File: src/rtl/req_grant_arbiter.sv
// req_grant_arbiter: round-robin request/grant responder with bounded tenure
// and a fixed idle gap between tenures. grant is always masked by request,
// so grant[i] implies request[i] in every cycle.
// Optional checks: define REQ_GRANT_ARBITER_ASSERT_EN to compile the
// CHK_GNT_ONEHOT / CHK_GNT_HAS_REQ / CHK_HOLD_BOUND immediate assertions.
module req_grant_arbiter #(
    parameter int N_REQ    = 4,
    parameter int MAX_HOLD = 8,
    parameter int GAP      = 1
) (
    input  logic                              clk,
    input  logic                              rst_n,
    input  logic [N_REQ-1:0]                  request,
    output logic [N_REQ-1:0]                  grant,
    output logic [((N_REQ > 1) ? $clog2(N_REQ) : 1)-1:0] grant_id,
    output logic                              busy,
    output logic [$clog2(MAX_HOLD+1)-1:0]     hold_cnt,
    output logic                              timeout
);

    localparam int IW = (N_REQ > 1) ? $clog2(N_REQ) : 1;
    localparam int HW = $clog2(MAX_HOLD + 1);
    localparam int GW = $clog2(GAP + 1);
    // The tenure counter doubles as the gap counter, so it must fit both.
    localparam int CW = (HW > GW) ? HW : GW;

    localparam logic [CW-1:0]    MAX_C    = CW'(MAX_HOLD);
    localparam logic [CW-1:0]    GAP_LAST = CW'(GAP - 1);
    localparam logic [IW-1:0]    LAST_ID  = IW'(N_REQ - 1);
    localparam logic [N_REQ-1:0] ONE_HOT0 = N_REQ'(1);

    typedef enum logic [1:0] {
        IDLE,
        GRANT,
        GAPW
    } state_t;

    state_t           state_q, state_d;
    logic [N_REQ-1:0] grant_q, grant_d;
    logic [IW-1:0]    id_q, id_d;
    logic [IW-1:0]    ptr_q, ptr_d;
    logic [CW-1:0]    cnt_q, cnt_d;
    logic             timeout_q, timeout_d;

    logic             found;
    logic [IW-1:0]    win;
    logic [IW-1:0]    ptr_after_owner;
    int unsigned      idx;

    // Round-robin search: first set request bit from ptr upward, wrapping.
    always_comb begin
        found = 1'b0;
        win   = '0;
        idx   = 0;
        for (int unsigned i = 0; i < N_REQ; i++) begin
            idx = 32'(ptr_q) + i;
            if (idx >= N_REQ) idx = idx - N_REQ;
            if (!found && request[idx[IW-1:0]]) begin
                found = 1'b1;
                win   = idx[IW-1:0];
            end
        end
    end

    assign ptr_after_owner = (id_q == LAST_ID) ? '0 : id_q + IW'(1);

    // Next-state and datapath updates for the IDLE/GRANT/GAPW sequence.
    always_comb begin
        state_d   = state_q;
        grant_d   = grant_q;
        id_d      = id_q;
        ptr_d     = ptr_q;
        cnt_d     = cnt_q;
        timeout_d = 1'b0;
        case (state_q)
            IDLE: begin
                cnt_d = '0;
                if (found) begin
                    grant_d = ONE_HOT0 << win;
                    id_d    = win;
                    cnt_d   = CW'(1);
                    state_d = GRANT;
                end
            end
            GRANT: begin
                // A request drop wins over a simultaneous tenure expiry.
                if (!request[id_q] || cnt_q >= MAX_C) begin
                    timeout_d = request[id_q];
                    grant_d   = '0;
                    ptr_d     = ptr_after_owner;
                    cnt_d     = '0;
                    state_d   = GAPW;
                end else begin
                    cnt_d = cnt_q + CW'(1);
                end
            end
            GAPW: begin
                grant_d = '0;
                if (cnt_q >= GAP_LAST) begin
                    cnt_d   = '0;
                    state_d = IDLE;
                end else begin
                    cnt_d = cnt_q + CW'(1);
                end
            end
            default: begin
                grant_d = '0;
                cnt_d   = '0;
                state_d = IDLE;
            end
        endcase
    end

    // State and datapath registers.
    always_ff @(posedge clk or negedge rst_n) begin
        if (!rst_n) begin
            state_q   <= IDLE;
            grant_q   <= '0;
            id_q      <= '0;
            ptr_q     <= '0;
            cnt_q     <= '0;
            timeout_q <= 1'b0;
        end else begin
            state_q   <= state_d;
            grant_q   <= grant_d;
            id_q      <= id_d;
            ptr_q     <= ptr_d;
            cnt_q     <= cnt_d;
            timeout_q <= timeout_d;
        end
    end

    assign grant    = grant_q & request;
    assign grant_id = id_q;
    assign busy     = (state_q == GRANT);
    assign hold_cnt = cnt_q[HW-1:0];
    assign timeout  = timeout_q;

`ifdef REQ_GRANT_ARBITER_ASSERT_EN
    logic info_done;

    // Protocol checks; the informational pass message fires once per tenure.
    always_ff @(posedge clk or negedge rst_n) begin
        if (!rst_n) begin
            info_done <= 1'b0;
        end else begin
            CHK_GNT_ONEHOT: assert ($onehot0(grant))
                else $error("CHK_GNT_ONEHOT t=%0t grant=%b request=%b", $time, grant, request);
            CHK_GNT_HAS_REQ: assert ((grant & ~request) == '0) begin
                if (busy && !info_done) begin
                    $info("CHK_GNT_HAS_REQ holds for tenure of id %0d", grant_id);
                    info_done <= 1'b1;
                end
            end else $error("CHK_GNT_HAS_REQ t=%0t grant=%b request=%b", $time, grant, request);
            CHK_HOLD_BOUND: assert (32'(hold_cnt) <= MAX_HOLD)
                else $error("CHK_HOLD_BOUND t=%0t grant=%b request=%b", $time, grant, request);
            if (!busy) info_done <= 1'b0;
        end
    end
`endif

endmodule

File: config.mk
export PLATFORM = sky130hd
export DESIGN_NAME = req_grant_arbiter
export DESIGN_NICKNAME = d
export VERILOG_FILES = /design/src/rtl/req_grant_arbiter.sv
export SDC_FILE = /design/constraint.sdc
export NUM_CORES = 1
export LEC_CHECK = 0
export BUFFER_PORTS_ARGS = -buffer_cell sky130_fd_sc_hd__buf_2
export CAP_MARGIN = 20
export CORE_UTILIZATION = 28
export DETAILED_ROUTE_END_ITERATION = 8
export GPL_TIMING_DRIVEN = 0
export SYNTH_ARGS = -nofsm -noshare
export SYNTH_HDL_FRONTEND = slang
export SYNTH_SLANG_ARGS = --single-unit
File: constraint.sdc
create_clock -name clk -period 3.07 [get_ports clk]
set_input_delay 0.307 -clock clk [delete_from_list [all_inputs] [get_ports clk]]
set_output_delay 0.307 -clock clk [all_outputs]
set_load 0.05 [all_outputs]
==> results of run 1 <==
-- cell families (layout without fill, tap and decap cells) --
group,count (synthesis),after routing
and+or+nand+nor,27,27
adders and majority gates,3,3
DFF,15,15
xor gates and xnor gates,1,1
AOI/OAI and AO/OA,14,14
buffers and inverters,5,27
muxes,6,6
-- sequential cells by signal, indices dropped and copies added, names as in the netlist --
signal and count:
timeout 1, hold_cnt 4, grant_q 4, grant_id 2
ptr_q 2, state_q 2
-- worst max-delay path by stage --
| stage | startpoint | end | slack (ps) | depth (start not counted) |
|---|---|---|---|---|
| after floorplan | state_q[0] | ptr_q[0] | 1130 | 3 |
| after global placement | grant_id[1] | ptr_q[1] | 1380 | 4 |
| after detailed placement | grant_id[1] | ptr_q[1] | 1350 | 4 |
| after CTS | grant_id[1] | ptr_q[1] | 1340 | 4 |
| after global routing | grant_id[1] | ptr_q[1] | 1290 | 4 |
| final | grant_id[1] | ptr_q[1] | 1360 | 4 |
-- critical path: cells and delay by family, from the launching register on --
| kind | cells | cell delay [ps] |
|---|---|---|
| AO/OA/AOI/OAI | 1 | 180 |
| flip-flops | 1 | 460 |
| multiplexers | 3 | 960 |
-- metal layers --
layer  vias up  track usage, %  part of all wire (%)  wire length, µm
li1        293               -                     -                -
met1       304           16.67                    46              701
met2        13           20.28                    47              722
met3         2           5.738                   5.9               90
met4         0           3.750                  0.72               11
met5         -               0                     0                0
-- power groups by stage --
stage	Clock (mW)	Combinational [mW]	Sequential (mW)
2_1_floorplan	0	0.319	0.429
3_3_place_gp	0	0.498	0.351
3_5_place_dp	0	0.507	0.355
4_1_cts	0.120	0.509	0.352
5_1_grt	0.129	0.552	0.368
6_report	0.115	0.501	0.351
-- cell usage in the layout, fill, tap and decap left out, drive strengths merged --
master	instances
a211oi	1
a21boi	1
a21o	2
a22o	2
a31oi	1
and2	4
and3	1
buf	18
clkbuf	3
clkinv	1
dfrtp	15
dlygate4sd3	1
ha	3
inv	4
mux2	5
mux2i	1
nand2	4
nand2b	3
nand3	2
nand4	1
nand4b	1
nor2	6
nor2b	1
nor3	1
nor3b	1
nor4	1
o211a	1
o211ai	1
o21ai	2
o21bai	1
o2bb2ai	2
or3	1
xnor2	1
-- timing repair --
action | in CTS | in global routing
hold buffers | 1 | 0
endpoints found under the hold margin | 15 | 0
setup endpoints to repair | 0 | 0
resized for setup | 0 | 0
buffers inserted | 0 | 0
-- area by class of cell --
type / instances / area, µm²
Fill cell: 271 / 1622
Clock buffer: 3 / 22.52
Multi-Input combinational cell: 51 / 390.4
Inverter: 4 / 15.01
Tap cell: 30 / 37.54
Clock inverter: 1 / 5.005
Buffer: 1 / 5.005
Sequential cell: 15 / 375.4
Timing Repair Buffer: 18 / 95.09
==> results.sh, run 1 <==
export IMPL_outcome="completed"
export IMPL_first_global_vias=606
export IMPL_synth_nets=80
export IMPL_clk_pin_slew_worst_paths_ps=90
export IMPL_ys_flop_type="dfrtp_1"
export IMPL_ys_top_cells_by_area="dfrtp_1 48%, mux2_4 5.7%, ha_1 4.8%, and2_1 3.2%, mux2_1 2.9%"
export IMPL_worstPathCellList="mux2_4 -> mux2_4 -> a21boi_4 -> mux2_1"
export IMPL_dp_cells=118
export IMPL_syn_to_final_growth_pct=20.38
export IMPL_p_leak_nw=0.4795
export IMPL_drc_errors=0
export IMPL_critical_path_class="reg2reg"
export IMPL_crit_path_start_kind="flop"
export IMPL_drv_slew=0
export IMPL_avgSynthCellArea_um2=11.07
export IMPL_fin_setup_tns_ps=0
export IMPL_via_per_inst=4.976
export IMPL_fin_cells=123
export IMPL_synth_top_family_by_area="simple AND/OR/NAND/NOR gates"
export IMPL_postRouteAntennaNets=0
export IMPL_ys_types=31
export IMPL_power_internal_mw=0.5048
export IMPL_power_switching_mw=0.4622
export IMPL_synthAdderAreaFrac_pct=4.777
export IMPL_final_core_utilization_pct=36.84
export IMPL_fin_ws_ps=1356
export IMPL_critPathCaptureType="flop"
export IMPL_cellPowerDensity_nw_per_um2=1022
export IMPL_io_pins=18
export IMPL_fin_skew_ps=2.799
export IMPL_slowest_stage="dfrtp_1"
export IMPL_wl_um=1525
export IMPL_globalRouteTotalUtil_pct=13.17
export IMPL_antenna_cells=0
export IMPL_dieWidth_um=54.98
export IMPL_placedInstanceArea_um2=908.4
export IMPL_switching_share_pct=47.80
export IMPL_place_congestion=0.7381
export IMPL_synth_xor_area_share_pct=1.115
export IMPL_vias=612
export IMPL_final_area_um2=945.9
export IMPL_overflow=0
export IMPL_synth_top_area_cell="dfrtp_1"
export IMPL_critPathMaxFanout=5
export IMPL_cpMostUsedCell="mux2_4"
export IMPL_row_count=18
export IMPL_cts_buffers=3
export IMPL_synth_compound_area_share_pct=14.97
export IMPL_synth_simple_area_share_pct=18.95
export IMPL_synth_async_reset_ratio_pct=100.0
export IMPL_nNetsFinal=103
export IMPL_timing_fmax_ghz=0.5834
export IMPL_finalCritPeriodShare_pct=55.84
export IMPL_cts_root_buf="clkbuf_4"
export IMPL_drive_gt1_share_pct=29.03
export IMPL_cts_tree="built"
export IMPL_grt_max_degree=16
export IMPL_hold_class="in2async"
export IMPL_numPortBuffers=17
export IMPL_die_area_um2=3022
export IMPL_yosysSeqAreaShare_pct=47.77
export IMPL_clock_latency_ps=290
export IMPL_synth_top_cell_area_share_pct=47.77
export IMPL_pwr_share_clk_pct=11.9
export IMPL_r2r_end="ptr_q[1]"
export IMPL_synth_area_mux_share_pct=9.873
export IMPL_antenna_found_initial=0
export IMPL_synth_edf_count=0
export IMPL_synth_common_cells="15 x dfrtp_1, 6 x nor2_1, 4 x and2_1, 4 x inv_1, 4 x nand2_1"
export IMPL_max_stage_delay_ps=460
export IMPL_p_seq_share_pct=36.3
export IMPL_r2r_slack_ps=1360
export IMPL_cts_sinks=15
export IMPL_hold_ws_ps=429.2
export IMPL_start_util_pct=30.60
export IMPL_hpwlAfterDp_um=1172
export IMPL_htree_levels=1
export IMPL_drtIter0Drc=5
export IMPL_dr_pass1_iters=4
export IMPL_setup_violations=0
export IMPL_ir_drop_uv=402.2
export IMPL_worst_slew_pin_slew_ps=426.4
export IMPL_rsz0062_at_grt="false"
export IMPL_reg2regPathDepth=4
export IMPL_place_ws_ps=1355
export IMPL_syn_cell_area_um2=785.8
export IMPL_p_comb_share_pct=51.9
export IMPL_period_needed_ps=1714
export IMPL_cp_data_arrival_time_ps=1900
export IMPL_die_height_um=54.98
export IMPL_grt_pass1_wl_um=2718
export IMPL_clock_path_buffers=2
export IMPL_hold_viol=0
export IMPL_synth_seq_cells=15
export IMPL_core_area_um2=2567
export IMPL_wl_per_cell_um=12.40
export IMPL_yosys_cell_count_top_type="dfrtp_1"
export IMPL_rr_startpoint="grant_id[1]"
export IMPL_drv_cap=0
export IMPL_syn_instance_count=71
export IMPL_power_mw=0.9670
export IMPL_ys_warn_count=0
export IMPL_slew_headroom_pct=71.44
export IMPL_crit_required_ps=3250
(Power assumes the default switching activity.)
==> inputs of run 2 (changes only) <==
--- a/config.mk
+++ b/config.mk
@@ -5,6 +5,7 @@
 export SDC_FILE = /design/constraint.sdc
 export NUM_CORES = 1
 export LEC_CHECK = 0
+export ABC_AREA = 1
 export BUFFER_PORTS_ARGS = -buffer_cell sky130_fd_sc_hd__buf_2
 export CAP_MARGIN = 20
 export CORE_UTILIZATION = 28
==> constraint.sdc (replaced) <==
create_clock -name clk -period 1.6 [get_ports clk]
set_input_delay 0.16 -clock clk [delete_from_list [all_inputs] [get_ports clk]]
set_output_delay 0.16 -clock clk [all_outputs]
set_load 0.05 [all_outputs]
==> results.sh, run 2 <==
export IMPL_outcome="completed"
export IMPL_period_needed_ps=1549
export IMPL_synth_seq_cells=15
export IMPL_cp_num_buf_inv=3
export IMPL_drv_cap=0
export IMPL_cts_root_buf="clkbuf_4"
export IMPL_hold_viol=0
export IMPL_numPortBuffers=17
export IMPL_drive_gt1_share_pct=38.15
export IMPL_wl_um=2380
export IMPL_dieWidth_um=61.90
export IMPL_ys_top_cells_by_area="dfrtp_1 37%, nand2_1 21%, inv_1 7.1%, nand3_1 6.0%, nand2_2 5.0%"
export IMPL_crit_family="simple AND/OR/NAND/NOR gates"
export IMPL_yosys_cell_count_top_type="nand2_1"
export IMPL_regArea_um2=377.9
export IMPL_synth_common_cells="56 x nand2_1, 19 x inv_1, 15 x dfrtp_1"
export IMPL_synth_edf_count=0
export IMPL_yosysSeqAreaShare_pct=37.36
export IMPL_worst_slew_pin_slew_ps=340.6
export IMPL_first_global_vias=747
export IMPL_finalCritPeriodShare_pct=96.84
export IMPL_worstPathCellList="inv_2 -> buf_6 -> nand2_2 -> nand3_2 -> nand2_2 -> nor2_4 -> nand3_4 -> nand2_4 -> inv_4 -> nand3_2 -> nand2_1"
export IMPL_synth_async_reset_ratio_pct=100.0
export IMPL_fin_ws_ps=50.52
export IMPL_synthAdderAreaFrac_pct=3.736
export IMPL_reg2regPathDepth=11
export IMPL_postRouteAntennaNets=0
export IMPL_rsz0062_at_grt="true"
export IMPL_layout_common_cells="44 x nand2_1, 18 x inv_1, 18 x buf_2"
export IMPL_slowest_stage="dfrtp_1"
export IMPL_fin_skew_ps=2.499
export IMPL_multi_input_area_um2=636.9
export IMPL_dr_pass1_iters=4
export IMPL_placedInstanceArea_um2=1151
export IMPL_slew_headroom_pct=77.30
export IMPL_final_common_cell="nand2_1"
export IMPL_synth_top_cell_area_share_pct=37.36
export IMPL_ys_types=19
export IMPL_synth_top_area_cell="dfrtp_1"
export IMPL_syn_to_final_growth_pct=31.51
export IMPL_ys_flop_type="dfrtp_1"
export IMPL_clk_pin_slew_worst_paths_ps=90
export IMPL_clock_latency_ps=290
export IMPL_place_congestion=0.8495
export IMPL_via_per_inst=4.434
export IMPL_cellPowerDensity_nw_per_um2=2259
export IMPL_synth_compound_area_share_pct=6.102
export IMPL_grt_max_degree=16
export IMPL_setup_violations=0
export IMPL_drc_errors=0
export IMPL_timing_fmax_ghz=0.6454
export IMPL_cts_sinks=15
export IMPL_start_util_pct=29.64
export IMPL_critPathMaxFanout=8
export IMPL_final_area_um2=1321
export IMPL_grt_pass1_wl_um=3415
export IMPL_ys_warn_count=0
export IMPL_nNetsFinal=183
export IMPL_row_count=21
export IMPL_critical_path_class="reg2reg"
export IMPL_die_height_um=61.90
export IMPL_antenna_cells=0
export IMPL_place_ws_ps=47.53
export IMPL_synth_simple_area_share_pct=41.47
export IMPL_overflow=0
export IMPL_max_stage_delay_ps=430
export IMPL_critPathCaptureType="flop"
export IMPL_antenna_found_initial=0
export IMPL_syn_instance_count=148
export IMPL_core_area_um2=3390
export IMPL_cp_data_arrival_time_ps=1740
export IMPL_htree_levels=1
export IMPL_globalRouteTotalUtil_pct=12.49
export IMPL_synth_xor_area_share_pct=0.8717
export IMPL_r2r_slack_ps=50
export IMPL_cts_buffers=3
export IMPL_hpwlAfterDp_um=1621
export IMPL_ir_drop_uv=790.3
export IMPL_rr_startpoint="ptr_q[0]"
export IMPL_p_leak_nw=0.7376
export IMPL_vias=971
export IMPL_synth_area_mux_share_pct=0
export IMPL_io_pins=18
export IMPL_hold_class="in2async"
export IMPL_syn_cell_area_um2=1005
export IMPL_clock_path_buffers=2
export IMPL_die_area_um2=3832
export IMPL_synth_top_family_by_area="simple AND/OR/NAND/NOR gates"
export IMPL_drtIter0Drc=21
export IMPL_drv_slew=0
export IMPL_nFillCells=353
export IMPL_crit_path_start_kind="flop"
export IMPL_avgSynthCellArea_um2=6.789
export IMPL_crit_required_ps=1790
export IMPL_wl_per_cell_um=10.87
export IMPL_cts_tree="built"
export IMPL_synth_nets=157
export IMPL_r2r_end="grant_q[0]"
[run 2: changes by cell type after synthesis, sizes merged, moves of 4 or more]
cell	before	now
nand2	4	65
inv	4	22
nand3	2	13
nor2	6	15
o21ai	2	9
mux2	5	0
and2	4	0
[run 2: per-stage QoR]
stage	util (%)	setup TNS (ps)	cells	power, mW	hold WS (ps)
final	38.98	0	219	2.985	290.3
after global routing	38.98	-202.1	219	3.243	347.8
after CTS	35.03	0	216	2.561	296.8
after detailed placement	33.96	0	211	2.327	88.34
after global placement	33.96	0	211	2.315	85.94
after floorplan	-	0	148	1.996	-135.6
[run 2: layout make-up]
type,instances,area share [%]
tap,46,4.356
clock buffer,4,1.989
multi-input combinational,109,48.20
sequential,15,28.60
inverter,22,6.439
timing repair buffer,21,8.712
buffer,2,1.705
[run 2: routing by layer]
metal,routed length (µm),up-vias,global-route usage (%)
li1,-,498,-
met1,1126,441,18.55
met2,1075,27,16.74
met3,133,5,3.727
met4,44,0,4.762
met5,0,-,0
[run 2: worst max-delay path by stage]
stage / slack, ps / startpoint / cells after the start / endpoint
after floorplan: 20 / grant_id[1] / 6 / grant_q[0]
final: 50 / ptr_q[0] / 11 / grant_q[0]
after global routing: -50 / ptr_q[0] / 12 / grant_q[0]
after global placement: 50 / ptr_q[0] / 11 / grant_q[0]
after detailed placement: 50 / ptr_q[0] / 11 / grant_q[0]
after CTS: 20 / ptr_q[0] / 11 / grant_q[0]
[run 2: worst register-to-register path, stage by stage, from the launching register on]
cell and delay (ps):
dfrtp_1 430, inv_2 100, buf_6 130, nand2_2 70, nand3_2 90, nand2_2 80, nor2_4 120, nand3_4 120
nand2_4 150, inv_4 50, nand3_2 60, nand2_1 50
[run 2: kinds of logic after synthesis]
family,count (synthesis)
AND/OR/NAND/NOR,94
buffers and inverters,24
flip-flops,15
AO/OA/AOI/OAI,11
adder cells (fa/ha/maj),3
XOR/XNOR,1
[run 2: where the power goes]
group	leakage, nW	switching, mW	total (mW)	internal (mW)
Sequential	0.193	0.132	0.653	0.521
Clock	0.0150	0.124	0.221	0.0971
Combinational	0.529	1.43	2.11	0.682
Total	0.738	1.68	2.99	1.30
[run 2: timing repair]
action | CTS | global route
hold buffers | 1 | 0
gates resized for setup | 0 | 33
setup buffers | 0 | 1
endpoints found under the setup margin | 0 | 7
hold endpoints to repair | 15 | 0
